**config.mk**
```make
export PLATFORM = sky130hd
export DESIGN_NAME = ftdi_model_fifo
export DESIGN_NICKNAME = d
export VERILOG_FILES = /design/src/rtl/ftdi_sync_fifo_device_model.sv
export SDC_FILE = /design/constraint.sdc
export NUM_CORES = 1
export LEC_CHECK = 0
export CORE_AREA = 5 5 131 108
export CTS_CLUSTER_SIZE = 30
export DETAILED_ROUTE_END_ITERATION = 12
export DIE_AREA = 0 0 136 113
export PLACE_DENSITY = 0.71
export SLEW_MARGIN = 20
export SYNTH_ARGS = -nofsm -noshare
export SYNTH_HDL_FRONTEND = slang
export SYNTH_SLANG_ARGS = --single-unit
```
**constraint.sdc**
```tcl
create_clock -name clk -period 2.92 [get_ports clk]
set_input_delay 0.584 -clock clk [delete_from_list [all_inputs] [get_ports clk]]
set_output_delay 0.584 -clock clk [all_outputs]
set_load 0.01 [all_outputs]
```
**src/rtl/ftdi_sync_fifo_device_model.sv**
```systemverilog
// Device-side model of an FT245-style synchronous FIFO chip: RX (host->FPGA) and TX (FPGA->host) byte buffers behind AXIS.
// Latency: status flags registered from next-state levels; bus data is combinational from the registered RX head.
// Backpressure: s_axis_tready drops when RX is full; m_axis honours tready; ftdi_txe_n high blocks FPGA writes.
// Optional build macro FTDI_MODEL_THROTTLE_EN adds LFSR-driven random flag throttling.

// Generic synchronous FIFO; pointers carry an extra MSB, full/empty is decided from the level.
// Latency: a pushed word is visible at head one cycle after the push edge.
// Backpressure: the caller gates push/pop; this block never refuses or checks them.
module ftdi_model_fifo #(
  parameter int DEPTH = 16,
  parameter int WIDTH = 8
) (
  input  logic                     clk,
  input  logic                     res_n,
  input  logic                     push,
  input  logic [WIDTH-1:0]         push_data,
  input  logic                     pop,
  output logic [WIDTH-1:0]         head,
  output logic [$clog2(DEPTH):0]   level,
  output logic [$clog2(DEPTH):0]   level_next
);
  localparam int AW = $clog2(DEPTH);
  localparam int LW = AW + 1;

  logic [WIDTH-1:0] mem [DEPTH];
  logic [LW-1:0]    wr_ptr;
  logic [LW-1:0]    rd_ptr;
  logic [LW-1:0]    level_q;

  // Next-state occupancy; push and pop together leave it unchanged.
  always_comb begin
    level_next = level_q;
    case ({push, pop})
      2'b10:   level_next = level_q + LW'(1);
      2'b01:   level_next = level_q - LW'(1);
      default: level_next = level_q;
    endcase
  end

  // Pointer and level registers; reset flushes the buffer by clearing them.
  always_ff @(posedge clk) begin
    if (!res_n) begin
      wr_ptr  <= '0;
      rd_ptr  <= '0;
      level_q <= '0;
    end else begin
      if (push) wr_ptr <= wr_ptr + LW'(1);
      if (pop)  rd_ptr <= rd_ptr + LW'(1);
      level_q <= level_next;
    end
  end

  // Storage array; contents need no reset because the level defines validity.
  always_ff @(posedge clk) begin
    if (push) mem[wr_ptr[AW-1:0]] <= push_data;
  end

  assign head  = mem[rd_ptr[AW-1:0]];
  assign level = level_q;
endmodule


```
Word-level counts from Yosys, hierarchy flattened
Memories as Yosys holds them, arrays and structs flattened. A register that Yosys moved wholly into a read port is not among the register bits.
Cells that the tools add are included.
{"block": "totals", "register_bits": 15, "ramBits": 128, "in_bits": 12, "out_inout_bits": 18, "elab_cells": 15, "memories": 1}
{"block": "op_classes", "addsub": 4, "n_eq_ne": 2, "n_mux": 5}
{"name": "mem", "words": 16, "width": 8, "read_ports": 1, "rd_ports_with_merged_regs": 1, "write_ports": 1, "line": "25", "source": "logic [WIDTH-1:0] mem [DEPTH];"}
{"op": "5-bit by 1-bit adder with 5-bit output (second input constant)", "count": 3}
{"op": "5-bit one-hot mux with 2 select lines", "count": 1}
{"op": "4-bit 2-to-1 mux", "count": 2}
{"op": "5-bit by 1-bit subtractor with 5-bit output (second input constant)", "count": 1}
{"op": "2-bit by 1-bit == test with 1-bit output (second input constant)", "count": 1}
{"op": "2-bit == test (second input constant)", "count": 1}
{"op": "1-bit 2-to-1 mux", "count": 2}

Longest topological paths before layout
{"block": "depth", "depth_word": 3, "ltp_mapped": 10, "depth_no_buf": 8}

Least setup slack after synthesis
No wires, ideal clock.
{"block": "synth_path", "kind": "input-to-output", "from": "input push", "to": "output level_next[4]", "arrival_ps": 2478, "required_time_ps": 2336, "path_slack_ps": -142, "cell_stages": 10, "path_buffers": 2, "path_cell_list": "clkbuf_1 inv_1 ha_1 clkbuf_1 xor2_1 ha_1 and4b_1 a21oi_1 o32ai_1 xor2_1"}
{"block": "synth_via", "elab_chain_cells": 2, "elab_cells_between_ends": 3, "classes_between": "eq/ne (2); mux (1)"}
{"item": "from (decl)", "line": "15", "source": "input logic push,"}
{"item": "2-bit by 1-bit == test with 1-bit output or 2-bit == test (tied branches)", "line": "33", "source": "case ({push, pop})"}
{"item": "5-bit one-hot mux with 2 select lines *", "line": "33"}
{"item": "to (decl)", "line": "20", "source": "output logic [$clog2(DEPTH):0] level_next"}
Mark *: on every way between the ends. The rest lies on a longest branch, timed or not.

==> flow_summary.toml <==
[critical_path]
crit_path_end = "head[6]"
cp-start-kind = "register"
r2r_end = "level[4]$_SDFF_PN0_"
timing.rr.start = "level[1]$_SDFF_PN0_"
crit_required_ps = 2340
reg2reg_depth = 9
path_max_fanout = 12
critPathCaptureType = "output pin"
crit_type = "register to output pin"
r2r_setup_slack_ps = 940
arrival_ps = 2220

[clock_network]
clk_path_buf_depth = 2
clkTransAtPathRegs_ps = 60
cts_sinks = 145
h-tree-depth = 4
cts_root_buf = "clkbuf_16"
cts_hold_buf = 0
numCtsBuffers = 17
clkLatencyLatePin_ps = 410
cts_tree = "done"

[synthesis]
ys_seq_area_share_pct = 71.5
synthArstFlopShare_pct = 0
syn-mean-instance-area_um2 = 19.1
ys.flop_type = "edfxtp_1"
synthTopCellsByCount = "edfxtp_1 (128), and2_1 (26), mux4_2 (18)"
synth_nets = 326
ys_seq_elements = 145
synth-edff-count = 128
synth_most_common_cell = "edfxtp_1"
yosys_warnings = 0
synth_top_area_share_pct = 65.7
synthesis.area_mm2 = 0.00585
synth_area_leaders = "edfxtp_1 (66%), mux4_2 (6.9%), mux4_1 (6.3%)"
synth_top_area_cell = "edfxtp_1"
syn_inst = 306
ys_types = 34

[timing]
setup_viol = 0
worstMarginPinSlew_ps = 587
hold_viol_final = 0
setup_ws_ps = 115
skew_ps = 5.35
clock.fmax_mhz = 357
post-route-period-util_pct = 96.0
min_period_ps = 2800
slew_violations = 0
rsz0062_at_grt = "false"
max_slew_margin_pct = 60.7
holdWs_ps = 493

[detailed_routing]
wl_per_cell_um = 20.2
drtIter0Drc = 344
routed_wl_um = 11000
drc_errors = 0
ant_nets = 0
first_pass_iters = 5
vias = 2929
viasPerCell = 5.35

[run]
drv_cap = 0

[die]
coreArea_mm2 = 0.0126
start_util_pct = 46.3
die_x_um = 136
rows = 37
ios = 30
die-height_um = 113
dieArea_mm2 = 0.0154

[pwr]
power-per-cell-area_mw_per_mm2 = 683
max-vdd-ir-drop_mv = 0.395
power_leakage_nw = 2.42
finalPower_w = 0.00479

[layout]
postLayoutCoreUtil_pct = 55.5
fill_cells = 976
syn2layout_area_growth_pct = 19.9
nNetsFinal = 379
multi_input_area_mm2 = 0.00159
seqCellArea_mm2 = 0.00419
n_antenna_cell = 0
layout-drive-gt1-share_pct = 21.5

[global_routing]
grt_pass1_wl_um = 17400
antenna_found_initial = 0
use_met1_pct = 22.2
gr-total-overflow = 0
grt_use_met3_pct = 5.11
grt_use_total_pct = 15.7
grt_pass1_vias = 3015
grt_util_met2_pct = 23.1
grt_start_max_net_pins = 33
top_usage_layer = "met2"

[placed_design]
dpl.hpwl_um = 7030
place_ws_ps = -638
port_buffers = 29
globalplace.congestion = 0.738

[worst_hold_path]
hp-class = "register to register"

[run_status]
status = "completed"
-- worst min-delay path by stage --
stage / slack, ps / start / endpoint / depth (start not counted)
2_1_floorplan: 510 / level[3]$_SDFF_PN0_ / level[3]$_SDFF_PN0_ / 2
3_3_place_gp: 490 / level[4]$_SDFF_PN0_ / level[4]$_SDFF_PN0_ / 2
3_5_place_dp: 490 / level[4]$_SDFF_PN0_ / level[4]$_SDFF_PN0_ / 2
4_1_cts: 500 / level[4]$_SDFF_PN0_ / level[4]$_SDFF_PN0_ / 2
5_1_grt: 520 / level[4]$_SDFF_PN0_ / level[4]$_SDFF_PN0_ / 2
6_report: 490 / level[4]$_SDFF_PN0_ / level[4]$_SDFF_PN0_ / 2
-- placed cells by master, fill, tap and decap left out, types with 5 or more instances in the layout --
cell             instances
mux2i_1                  5
xnor2_1                  8
mux4_2                  18
nand2_1                 16
a22oi_1                 15
dlygate4sd2_1            7
buf_4                   14
inv_4                    5
dfxtp_1                 16
edfxtp_1               128
clkbuf_16               19
ha_1                     6
and2_1                  26
clkdlybuf4s50_1         16
mux4_1                  14
-- critical path: stages, from the launching register on --
cell,delay [ps]
dfxtp_4,390
buf_8,180
mux4_1,590
a22oi_1,190
nand2_1,140
dlygate4sd2_1,320
-- where the power goes --
| group | leakage (nW) | switching (W) | internal (W) |
|---|---|---|---|
| combinational | 0.839 | 0.000220 | 0.000245 |
| clock | 0.282 | 0.000810 | 0.00118 |
| sequential | 1.30 | 0.0000339 | 0.00230 |
-- cells by family (layout without fill, tap and decap cells) --
logic type | after synthesis | in the layout | share of synthesized area (%)
xor gates and xnor gates | 12 | 12 | 1.80
buffers and inverters | 17 | 83 | 1.92
and+or+nand+nor | 63 | 63 | 6.01
DFF | 145 | 145 | 71.5
adders and majority gates | 8 | 8 | 1.71
AOI/OAI and AO/OA | 23 | 23 | 2.78
muxes | 38 | 38 | 14.3
-- per-stage QoR --
step           area, µm²  cells  TNS (ps)
3_5_place_dp        6400    511     -1950
4_1_cts             6990    545         0
2_1_floorplan       5860    306         0
5_1_grt             7010    547         0
3_3_place_gp        6400    511     -1760
6_report            7010    547         0
-- sequential cells by signal (all words and copies together), names as in the netlist, named ones only --
register	cells
mem	128
level	5
wr_ptr	4
rd_ptr	4
-- layout make-up --
class                      count  area share, %
sequential                   145           59.7
multi-input combinational    144           22.6
clock buffer                  20           6.83
timing repair buffer          47           6.44
tap                          175           3.12
clock inverter                12           1.09
inverter                       4          0.214
-- layer usage --
layer | wire [µm] | part of all wire [%]
met2 | 5260 | 48
met4 | 121 | 1.1
met3 | 823 | 7.4
met1 | 4840 | 44
met5 | 0 | 0
-- what timing repair did --
action	in CTS	in global routing
resized for setup	21	12
pin swaps	3	2
cloned	1	0
endpoints found under the setup margin	13	5
setup buffers	1	2
Note: power is estimated with default switching activity, not from simulation.
